### src/rtl/ps2_host_tx_pkg.sv
// Shared definitions for the PS/2 host-to-device transmitter.
`timescale 1ns/1ps
package ps2_host_tx_pkg;

    localparam logic [2:0] IDLE      = 3'd0;
    localparam logic [2:0] INHIBIT   = 3'd1;
    localparam logic [2:0] REQ       = 3'd2;
    localparam logic [2:0] SHIFT     = 3'd3;
    localparam logic [2:0] WAIT_IDLE = 3'd4;
    localparam logic [2:0] DONE      = 3'd5;
    localparam logic [2:0] ERROR     = 3'd6;

    localparam logic [3:0] PARITY_INDEX = 4'd8;
    localparam logic [3:0] STOP_INDEX   = 4'd9;
    localparam logic [3:0] ACK_INDEX    = 4'd10;

    function automatic logic odd_parity(input logic [7:0] value);
        return ~^value;
    endfunction

endpackage

### src/rtl/ps2_host_tx_sync.sv
// Two-flop synchronizers for the PS/2 clock and data lines plus a registered
// falling-edge strobe on the clock line (seen 3 cycles after the pin moves).
`timescale 1ns/1ps
module ps2_host_tx_sync (
    input  logic clock,
    input  logic reset,
    input  logic device_clock,
    input  logic device_data,
    output logic clock_synced,
    output logic data_synced,
    output logic clock_fall
);

    logic clock_meta;
    logic clock_prev;
    logic data_meta;

    // Idle PS/2 lines float high, so the chain resets to 1 to avoid a false edge.
    always_ff @(posedge clock or posedge reset) begin
        if (reset) begin
            clock_meta   <= 1'b1;
            clock_synced <= 1'b1;
            clock_prev   <= 1'b1;
            data_meta    <= 1'b1;
            data_synced  <= 1'b1;
            clock_fall   <= 1'b0;
        end else begin
            clock_meta   <= device_clock;
            clock_synced <= clock_meta;
            clock_prev   <= clock_synced;
            data_meta    <= device_data;
            data_synced  <= data_meta;
            clock_fall   <= clock_prev & ~clock_synced;
        end
    end

endmodule

### src/rtl/ps2_host_tx.sv
// PS/2 host-to-device transmitter: inhibit, request-to-send, bit shift on the
// device's falling clock edges, acknowledge check, with an idle-clock timeout.
`timescale 1ns/1ps
module ps2_host_tx
    import ps2_host_tx_pkg::*;
#(
    parameter logic [15:0] inhibit_time = 16'd1500,
    parameter logic [15:0] over_time    = 16'd60000
) (
    input  logic       clock,
    input  logic       reset,
    input  logic       device_clock,
    input  logic       device_data,
    output logic       device_clock_drive_low,
    output logic       device_data_drive_low,
    input  logic [7:0] tx_data,
    input  logic       tx_request,
    output logic       busy,
    output logic       tx_done,
    output logic       tx_error
);

    logic [2:0]  state;
    logic [15:0] count;
    logic [3:0]  index;
    logic [7:0]  shift;
    logic        parity;
    logic        clock_synced;
    logic        data_synced;
    logic        clock_fall;
    logic        timed_out;
    logic        bit_drive;

    ps2_host_tx_sync sync (
        .clock        (clock),
        .reset        (reset),
        .device_clock (device_clock),
        .device_data  (device_data),
        .clock_synced (clock_synced),
        .data_synced  (data_synced),
        .clock_fall   (clock_fall)
    );

    assign timed_out = (count == over_time - 16'd1);

    // Level the data line should take for the bit at the current index.
    always_comb begin
        bit_drive = 1'b0;
        if (index < PARITY_INDEX) begin
            bit_drive = ~shift[index[2:0]];
        end else if (index == PARITY_INDEX) begin
            bit_drive = ~parity;
        end else if (index == STOP_INDEX) begin
            bit_drive = 1'b0;
        end
    end

    always_ff @(posedge clock or posedge reset) begin
        if (reset) begin
            state                  <= IDLE;
            count                  <= '0;
            index                  <= '0;
            shift                  <= '0;
            parity                 <= 1'b0;
            busy                   <= 1'b0;
            tx_done                <= 1'b0;
            tx_error               <= 1'b0;
            device_clock_drive_low <= 1'b0;
            device_data_drive_low  <= 1'b0;
        end else begin
            case (state)
                IDLE: begin
                    if (tx_request) begin
                        shift                  <= tx_data;
                        parity                 <= odd_parity(tx_data);
                        busy                   <= 1'b1;
                        device_clock_drive_low <= 1'b1;
                        count                  <= '0;
                        index                  <= '0;
                        state                  <= INHIBIT;
                    end
                end
                INHIBIT: begin
                    // The REQ cycle completes the hold, so the clock stays low inhibit_time cycles in total.
                    count <= count + 16'd1;
                    if (count == inhibit_time - 16'd2) begin
                        device_data_drive_low <= 1'b1;
                        state                 <= REQ;
                    end
                end
                REQ: begin
                    device_clock_drive_low <= 1'b0;
                    count                  <= '0;
                    index                  <= '0;
                    state                  <= SHIFT;
                end
                SHIFT: begin
                    if (clock_fall) begin
                        count <= '0;
                        if (index == ACK_INDEX) begin
                            if (data_synced) begin
                                tx_error              <= 1'b1;
                                busy                  <= 1'b0;
                                device_data_drive_low <= 1'b0;
                                state                 <= ERROR;
                            end else begin
                                state <= WAIT_IDLE;
                            end
                        end else begin
                            device_data_drive_low <= bit_drive;
                            index                 <= index + 4'd1;
                        end
                    end else if (timed_out) begin
                        tx_error              <= 1'b1;
                        busy                  <= 1'b0;
                        device_data_drive_low <= 1'b0;
                        state                 <= ERROR;
                    end else begin
                        count <= count + 16'd1;
                    end
                end
                WAIT_IDLE: begin
                    if (clock_synced && data_synced) begin
                        tx_done               <= 1'b1;
                        busy                  <= 1'b0;
                        device_data_drive_low <= 1'b0;
                        state                 <= DONE;
                    end else if (clock_fall) begin
                        count <= '0;
                    end else if (timed_out) begin
                        tx_error              <= 1'b1;
                        busy                  <= 1'b0;
                        device_data_drive_low <= 1'b0;
                        state                 <= ERROR;
                    end else begin
                        count <= count + 16'd1;
                    end
                end
                DONE: begin
                    tx_done <= 1'b0;
                    state   <= IDLE;
                end
                ERROR: begin
                    tx_error               <= 1'b0;
                    device_clock_drive_low <= 1'b0;
                    device_data_drive_low  <= 1'b0;
                    state                  <= IDLE;
                end
                default: begin
                    state <= IDLE;
                end
            endcase
        end
    end

endmodule

### config.mk
export PLATFORM = sky130hd
export DESIGN_NAME = ps2_host_tx
export DESIGN_NICKNAME = d
export VERILOG_FILES = /design/src/rtl/ps2_host_tx_pkg.sv /design/src/rtl/ps2_host_tx_sync.sv /design/src/rtl/ps2_host_tx.sv
export SDC_FILE = /design/constraint.sdc
export NUM_CORES = 1
export LEC_CHECK = 0
export BUFFER_PORTS_ARGS = -buffer_cell sky130_fd_sc_hd__buf_2
export CAP_MARGIN = 25
export CELL_PAD_IN_SITES_DETAIL_PLACEMENT = 2
export CELL_PAD_IN_SITES_GLOBAL_PLACEMENT = 2
export CORE_AREA = 2 2 87 89
export CTS_BUF_LIST = sky130_fd_sc_hd__clkbuf_8 sky130_fd_sc_hd__clkbuf_16
export DETAILED_ROUTE_END_ITERATION = 10
export DIE_AREA = 0 0 89 91
export PLACE_DENSITY_LB_ADDON = 0.3
export SYNTH_ARGS = -nofsm -noshare
export SYNTH_HDL_FRONTEND = slang
export SYNTH_HIERARCHICAL = 1
export SYNTH_SLANG_ARGS = --single-unit
### constraint.sdc
create_clock -name clock -period 2.1 [get_ports clock]
set_input_delay 0.315 -clock clock [delete_from_list [all_inputs] [get_ports clock]]
set_output_delay 0.315 -clock clock [all_outputs]
set_load 0.01 [all_outputs]
After elaboration in Yosys (flattened, before gate mapping):

Index checks and enable logic that the tools add are counted.

* $add $sub $neg: 2
* multiplexer cells: 47
* divide/modulo/power cells: 0
* shifts and indexed selects: 0
* equality and inequality tests: 21
* bitwise logic cells: 4
* $lt $le $gt $ge: 2
* reductions and logical operators: 20
* $mul: 0

Operator list (number)
* one-hot mux 16 bit (5 select lines): 1
* 2-to-1 mux 16 bit: 4
* 2-to-1 mux 1 bit: 23
* 2-to-1 mux 3 bit: 7
* adder 16 x 1 -> 16 bit (second input constant): 1
* == test 16 x 11 -> 1 bit (second input constant): 1
* == test 16 bit (second input constant): 1
* one-hot mux 3 bit (5 select lines): 1
* 2-to-1 mux 4 bit: 3
* != test 2 bit (second input constant): 6
* one-hot mux 4 bit (3 select lines): 1
* AND reduction 4 bit: 3
* AND reduction 5 bit: 2
* == test 3 bit (second input constant): 3
* nonzero test 3 bit: 3
* == test 4 bit (second input constant): 2
* XNOR reduction 8 bit: 1
* == test 3 x 2 -> 1 bit (second input constant): 2
* != test 3 bit (second input constant): 2
* one-hot mux 1 bit (3 select lines): 2
* AND reduction 2 bit: 3
* nonzero test 5 bit: 1
* adder 4 x 1 -> 4 bit (second input constant): 1
* < comparator 3 x 4 -> 1 bit (second input constant): 1
* other kinds (17): 21

* word-level logic and storage cells: 112
* memories kept: 0
* output and inout port bits: 5
* memory bits (writable): 0
* bits in latches: 0
* bits of input ports: 13
* flip-flop bits (word level): 43
* bits in read-only memories: 0

Depth between registers and ports, before layout:

Gate-level depths: netlist of run 1.

* word-level depth: 7
* depth in mapped cells: 8
* gate-level depth less buffers: 7

By module:

Netlist of run 1, hierarchy kept.

By module, submodules not included
* ps2_host_tx: area an instance 2284.7 sq um, sequential area each 925.9 sq um, times used 1, cells an instance 244
* ps2_host_tx_sync: area an instance 173.9 sq um, sequential area each 156.4 sq um, times used 1, cells an instance 8

Worst setup path before layout of run 1:

OpenSTA, ideal clock, no wires.

* kind: flip-flop to flip-flop
* start point: reg state[0]
* end point: reg count[10]
* cell stages (with the launch flop): 9
* required time: 2023 ps
* path buffers: 3
* arrival time: 1912 ps
* setup slack: 110 ps
* library setup time: 77 ps
* period minus slack after synthesis: 1990 ps
* cell sequence: dfrtp_1 > buf_6 > or3b_1 > buf_2 > o22a_1 > a21o_1 > buf_6 > or3_1 > a21oi_1

* word-level cells in the longest chain between the ends: 3
* elaborated cells on any way between the ends: 10
* those cells by class: eq/ne: 6; mux: 1; reduce/logical: 3

RTL lines
* start: declaration: line ps2_host_tx.sv:23 `logic [2:0] state;`
* start signal: assignment: line ps2_host_tx.sv:60 `state <= IDLE;`
* start signal: assignment: line ps2_host_tx.sv:80 `state <= INHIBIT;`
* start signal: assignment: line ps2_host_tx.sv:88 `state <= REQ;`
* == test 3 bit, or another cell as far along: line ps2_host_tx.sv:71 `case (state)`
* nonzero test 5 bit (no source line) or != test 2 bit (tied branches)
* AND reduction 3 bit (no source line)
* end signal: assignment: line ps2_host_tx.sv:85 `count <= count + 16'd1;`
* end signal: assignment: line ps2_host_tx.sv:119 `count <= count + 16'd1;`
* end signal: assignment: line ps2_host_tx.sv:136 `count <= count + 16'd1;`
* end: declaration: line ps2_host_tx.sv:24 `logic [15:0] count;`

Parallel ways exist; a longest one is shown, timed or not.
A chain may end at the register's enable or synchronous reset.

Worst setup path after layout of run 1:

* start point: reg count[5]
* end point: reg device_data_drive_low

* word-level cells in the longest chain between the ends: 5
* elaborated cells on any way between the ends: 9
* those cells by class: eq/ne: 3; mux: 5; reduce/logical: 1

RTL lines
* == test 16 bit: line ps2_host_tx.sv:44 `assign timed_out = (count == over_time - 16'd1);`
* 2-to-1 mux 1 bit (3 in a row)
* one-hot mux 1 bit (4 select lines)
* end signal: assignment: line ps2_host_tx.sv:110 `device_data_drive_low <= bit_drive;`
* end: declaration: line ps2_host_tx.sv:15 `output logic device_data_drive_low,`

Parallel ways exist; a longest one is shown, timed or not. The select of a mux whose other input is x is not followed.

==> results of run 1 <==
[repair_timing]
action,CTS,global route
hold buffers,1,0
endpoints found under the setup margin,8,7
endpoints found under the hold margin,1,0
gates resized for setup,5,8
setup buffers,1,1
pin swaps,4,3
[cell families (layout without fill, tap and decap cells)]
kind of cell	after synthesis	in the layout
adder cells (fa/ha/maj)	6	6
buffers and inverters	25	69
AND/OR/NAND/NOR	96	96
AO/OA/AOI/OAI	51	51
flip-flops	43	43
multiplexers	13	13
XOR/XNOR	18	18
[flip-flops by register name, indices dropped and copies added (netlist names), 3 cells and up]
| register | flops |
|---|---|
| shift | 8 |
| count | 16 |
| state | 3 |
| index | 4 |
[placed cells by master, fill, tap and decap left out, drive strengths merged, types with 6 or more instances in the layout]
cell | netlist | layout
nor2 | 24 | 24
buf | 4 | 47
xnor2 | 10 | 10
mux2 | 10 | 10
nand3 | 9 | 9
o21ai | 12 | 12
dfrtp | 38 | 38
nand2 | 10 | 10
ha | 6 | 6
a21oi | 13 | 13
inv | 13 | 14
nand4 | 8 | 8
xor2 | 8 | 8
nor3 | 7 | 7
[metal layers]
metal  track usage (%)  wire (um)  up-vias  part of all wire, %
li1                  -          -      997                    -
met1              26.7       3370     1099                   42
met2              37.4       4230       37                   53
met3              3.36        198       13                  2.5
met4              6.09        139        0                  1.8
met5                 0          0        -                    0
[power by group through the flow]
| stage | combinational (mW) | sequential (mW) | clock (mW) |
|---|---|---|---|
| after global placement | 1.35 | 1.17 | 0 |
| final | 1.49 | 1.18 | 0.686 |
| after CTS | 1.47 | 1.18 | 0.704 |
| after floorplan | 0.897 | 1.17 | 0 |
| after detailed placement | 1.42 | 1.19 | 0 |
| after global routing | 1.64 | 1.21 | 0.739 |
[worst paths after layout]
| check | from | endpoint | cells past startpoint |
|---|---|---|---|
| max | count[5] | device_data_drive_low | 5 |
| min | device_clock | sync/clock_meta | 1 |
| max reg2reg | count[5] | device_data_drive_low | 5 |
| min reg2reg | sync/clock_meta | sync/clock_synced | 0 |
| max in group asynchronous | reset | state[0] | 4 |
| min in group asynchronous | reset | sync/clock_fall | 3 |
[cell type report]
cell class / instances / area [um^2]
clock buffer: 5 / 68.8
clock inverter: 3 / 46.3
timing repair buffer: 48 / 320
inverter: 13 / 48.8
tap: 99 / 124
fill: 806 / 4130
sequential: 43 / 1080
multi-input combinational: 184 / 1320
[per-stage QoR]
stage                     instance area (um^2)  hold WS, ns  instances  util (%)  power [mW]
after detailed placement                  2820        0.256        384      39.4        2.61
after floorplan                           2460        0.102        252         -        2.07
after CTS                                 2970       0.0881        394      41.7        3.36
after global placement                    2820        0.238        384      39.4        2.52
after global routing                      3010       0.0889        395      42.1        3.59
final                                     3010       0.0975        395      42.1        3.36
==> flow_summary.yaml, run 1 <==
run_status:
  run_status: "complete, no violations"
clocking:
  clock_tree_root: "sky130_fd_sc_hd__clkbuf_8"
  clkSlewWorstSetupHoldPaths_ns: 0.09
  cts_sinks: 43
  cts-root-to-sink-buffers: 2
  cts_tree: "done"
  cts.htree.levels: 2
  clk-insertion-delay-late_ns: 0.31
  cts_inserted_buffers: 5
grt:
  antenna_violations_before_repair: 0
  grt_start_max_net_pins: 38
  grt_pass1_vias: 2433
  all_layer_gr_usage_pct: 21.4
  globalRoute.totalOverflow: 0
  first_pass_grt_wire_length_mm: 13.2
yosys:
  synth.avg_cell_area_um2: 9.76
  seq_total_area_yosys_pct: 44.0
  synth.distinct_cells: 52
  yosys-top-cells-area: "sky130_fd_sc_hd__dfrtp_1, sky130_fd_sc_hd__dfstp_2, sky130_fd_sc_hd__mux2_2"
  synth_most_common_cell: "sky130_fd_sc_hd__dfrtp_1"
  synth_edf_count: 0
  synth-seq-cells: 43
  synth_fp_nets: 271
  synth.yosys.warnings: 6
  simple_gate_share_of_the_synthesized_area_pct: 22.5
  fraction_of_the_mapped_netlist_area_in_compound_gates_pct: 13.7
  synth_top_family_by_area: "simple AND/OR/NAND/NOR gates"
  synth_area_leader_cell: "sky130_fd_sc_hd__dfrtp_1"
  synthAdderAreaFrac_pct: 3.05
  postSynthCellCount: 252
  yosys.area.top_type_share_pct: 38.7
  post_synth_xor_area_fraction_pct: 6.41
  netlist_area_mm2: 0.00246
  synthMuxAreaShare_pct: 5.80
  dominantRegCellSynth: "sky130_fd_sc_hd__dfrtp_1"
  most_instantiated_cells_after_synthesis: "sky130_fd_sc_hd__dfrtp_1, sky130_fd_sc_hd__nor2_1, sky130_fd_sc_hd__a21oi_1, sky130_fd_sc_hd__inv_1, sky130_fd_sc_hd__o21ai_0"
  postSynth.asyncResetShare_pct: 100
routing:
  wirelength_mm: 7.93
  drt_drc_violations_left: 0
  drt-initial-drc-count: 46
  routedWlPerCell_um: 20.1
  via_count: 2146
  via_per_inst: 5.43
  final_antenna_net_count: 0
  firstDrtPassIters: 4
pwr:
  internal_power_mw: 2.02
  power.ir.vdd_worst_v: 0.000372
  power_switching_mw: 1.33
  switching_power_share_of_the_total_pct: 39.8
  power_density_mw_per_mm2: 1120
  combinationalPowerShare_pct: 44.3
  power_frac_seq_pct: 35.3
  p_leak_nw: 1.31
  power_frac_clock_pct: 20.4
final_layout:
  final_nets: 314
  final_layout_size_suffix_gt1_share_pct: 28.4
  syn_to_final_growth_pct: 22.3
  n_antenna_cell: 0
floorplanning:
  io_pins: 18
  initial_utilization_pct: 34.4
  chipHeight_um: 91
  floorplan.rows: 31
  core_region_area_mm2: 0.00714
  die_x_um: 89
  die_area_mm2: 0.00810
critical_path:
  crit_family: "simple AND/OR/NAND/NOR gates"
  path_cells: "or4bb_4, nor4_4, nor2_1, o41ai_1, o41ai_1"
  critical_path.slowest_cell: "sky130_fd_sc_hd__or4bb_4"
  crit_arrival_ns: 2.19
  critical_path_peak_fanout: 4
  timing.critical_path.to_type: "register"
  rrSetupSlack_ns: 0.08
  path_class: "register to register"
  startpoint_type: "register"
  worst-path-buf-inv: 0
  worstPathRequired_ns: 2.27
  timing.critical_path.slowest_cell_delay_ns: 0.60
  crit_top_cell: "sky130_fd_sc_hd__o41ai_1"
timing:
  max-slew-margin-rel_pct: 65.0
  final_layout_setup_total_negative_slack_ns: 0
  timing.final.hold_violations: 0
  post-route-min-period_ns: 2.02
  finalWorstSetupSlack_ns: 0.0787
  finalSetupViolCount: 0
  fmax_mhz: 495
  layout_worst_path_cycle_share_pct: 96.3
  maxSlewViolCount: 0
  finalClockSkew_ns: 0.0131
  tightestPinTransition_ns: 0.524
  rsz0062_at_grt: "true"
place:
  numPortBuffers: 17
  hpwlAfterDp_mm: 5.74
  gp_congestion: 0.819
  dp_worst_setup_slack_ns: -0.0894
min_path:
  worst_hold_path_type: "input pin to register"
flow_run:
  cap_viol_max_count: 0
Note: power is estimated with default switching activity, not from simulation.
==> run 2, diff against run 1 <==
--- a/config.mk
+++ b/config.mk
@@ -14,6 +14,7 @@
 export DETAILED_ROUTE_END_ITERATION = 10
 export DIE_AREA = 0 0 89 91
 export PLACE_DENSITY_LB_ADDON = 0.3
+export REMOVE_ABC_BUFFERS = 1
 export SYNTH_ARGS = -nofsm -noshare
 export SYNTH_HDL_FRONTEND = slang
 export SYNTH_HIERARCHICAL = 1
==> run 2 against run 1 <==
  * Non-clock buffer count rose by 6
  * Wire length fell by 1.4%
  * Count of clock-buffer cells in the layout did not move
  * Sequential share of layout area fell by 0.29 points
  * Final area rose by 0.71%
  * Core utilization rose by 0.30 points
  * Final cell count rose by 1.5%
  * Via count fell by 0.89%
  * Register-to-register slack barely moved
  * Sequential cell count did not move
  * Critical endpoint is now count[3]
==> flow_summary.yaml, run 2 (synthesis results as in run 1) <==
timing:
  layout_worst_path_cycle_share_pct: 96.4
  fmax_mhz: 494
  finalWorstSetupSlack_ns: 0.0748
  final_layout_setup_total_negative_slack_ns: 0
  maxSlewViolCount: 0
  post-route-min-period_ns: 2.03
  timing.final.hold_violations: 0
  max-slew-margin-rel_pct: 64.8
  tightestPinTransition_ns: 0.523
  finalClockSkew_ns: 0.00505
  finalSetupViolCount: 0
floorplanning:
  die_area_mm2: 0.00810
  initial_utilization_pct: 34.4
  core_region_area_mm2: 0.00714
  floorplan.rows: 31
  chipHeight_um: 91
  io_pins: 18
  die_x_um: 89
grt:
  antenna_violations_before_repair: 0
  grt_pass1_vias: 2358
  grt_start_max_net_pins: 38
  all_layer_gr_usage_pct: 20.2
  globalRoute.totalOverflow: 0
  first_pass_grt_wire_length_mm: 12.7
final_layout:
  most-common-layout-cells: "sky130_fd_sc_hd__dfrtp_1, sky130_fd_sc_hd__buf_4, sky130_fd_sc_hd__nor2_1"
  final_layout_size_suffix_gt1_share_pct: 28.1
  final_design_area_no_fill_mm2: 0.00303
  most_flop_heavy_register: "count"
  final_cell_count_no_fill: 401
  n_antenna_cell: 0
  largest_registers: "count: 16 flops, shift: 8 flops, index: 4 flops"
  syn_to_final_growth_pct: 23.2
  final_nets: 320
  finish.utilization_pct: 42.4
  final_common_cell: "sky130_fd_sc_hd__dfrtp_1"
  largest_register_ff_count: 16
min_path:
  hp-start: "device_data"
  worst_hold_path_type: "input pin to register"
critical_path:
  crit_start: "state[0]"
  worstPathRequired_ns: 2.34
  timing.rr.start: "state[0]"
  critical_path_peak_fanout: 8
  crit_arrival_ns: 2.27
  startpoint_type: "register"
  path_class: "register to register"
  timing.critical_path.to_type: "register"
clocking:
  cts_inserted_buffers: 5
  cts_sinks: 43
  clock_tree_root: "sky130_fd_sc_hd__clkbuf_8"
  clk-insertion-delay-late_ns: 0.30
  cts_tree: "done"
  cts.htree.levels: 2
  cts-root-to-sink-buffers: 2
  clkSlewWorstSetupHoldPaths_ns: 0.09
routing:
  firstDrtPassIters: 4
  wirelength_mm: 7.82
  via_count: 2127
  drt_drc_violations_left: 0
  final_antenna_net_count: 0
  routedWlPerCell_um: 19.5
  drt-initial-drc-count: 78
  via_per_inst: 5.30
pwr:
  p_leak_nw: 1.35
  power_density_mw_per_mm2: 1110
  power.ir.vdd_worst_v: 0.000434
place:
  hpwlAfterDp_mm: 5.65
  dp_worst_setup_slack_ns: -0.0416
  numPortBuffers: 17
  gp_congestion: 0.845
  place.detailed.instances: 384
  placed_area_mm2: 0.00282
run_status:
  run_status: "complete, no violations"
flow_run:
  cap_viol_max_count: 0
-- run 2: cell type report --
cell class / instances / area [um^2]
well taps: 99 / 124
flip-flops and latches: 43 / 1080
clock buffers: 5 / 68.8
fillers: 799 / 4110
multi-input cells: 184 / 1290
repair buffers: 54 / 369
clock inverters: 3 / 41.3
inverters: 13 / 48.8
-- run 2: stage by stage --
step                total power [mW]  hold WS, ns
finish                          3.37        0.102
global route                    3.60       0.0906
CTS                             3.33       0.0980
detailed placement              2.63        0.262
global placement                2.55        0.234
floorplan                       1.99        0.102
-- run 2: path summary, 6_finish.rpt --
kind / end / slack (ns) / depth (start not counted)
setup / recovery: count[3] / 0.07 / 6
setup reg to reg: count[3] / 0.07 / 6
hold / removal: sync/data_meta / 0.10 / 1
max in group asynchronous: tx_done / 1.05 / 4
min in group asynchronous: sync/clock_fall / 0.47 / 3
hold reg to reg: sync/data_synced / 0.36 / 0
-- run 2: metal layers --
metal  share of wire [%]  GRT usage [%]
met5                   0              0
met4                 1.3           4.48
met3                 1.4           2.45
met2                  50           33.1
met1                  47           28.5
-- run 2: power by group --
group          internal (mW)  switching, mW
clock                  0.351          0.322
combinational          0.658          0.865
sequential              1.03          0.142
total                   2.04           1.33
-- run 2: worst max-delay path, cell delays in order (launching register included) --
cell	delay (ns)
sky130_fd_sc_hd__dfrtp_1	0.44
sky130_fd_sc_hd__or3b_1	0.39
sky130_fd_sc_hd__o22a_1	0.23
sky130_fd_sc_hd__a21o_1	0.20
sky130_fd_sc_hd__buf_6	0.14
sky130_fd_sc_hd__or4_1	0.49
sky130_fd_sc_hd__nand2_1	0.08
-- run 2: what timing repair did --
item                                    CTS  global route
setup buffers                             2             6
hold buffers                              1             0
endpoints found under the setup margin    1             9
gates cloned                              0             0
pin swaps                                 2             6
resized for setup                         2             5
endpoints found under the hold margin     1             0
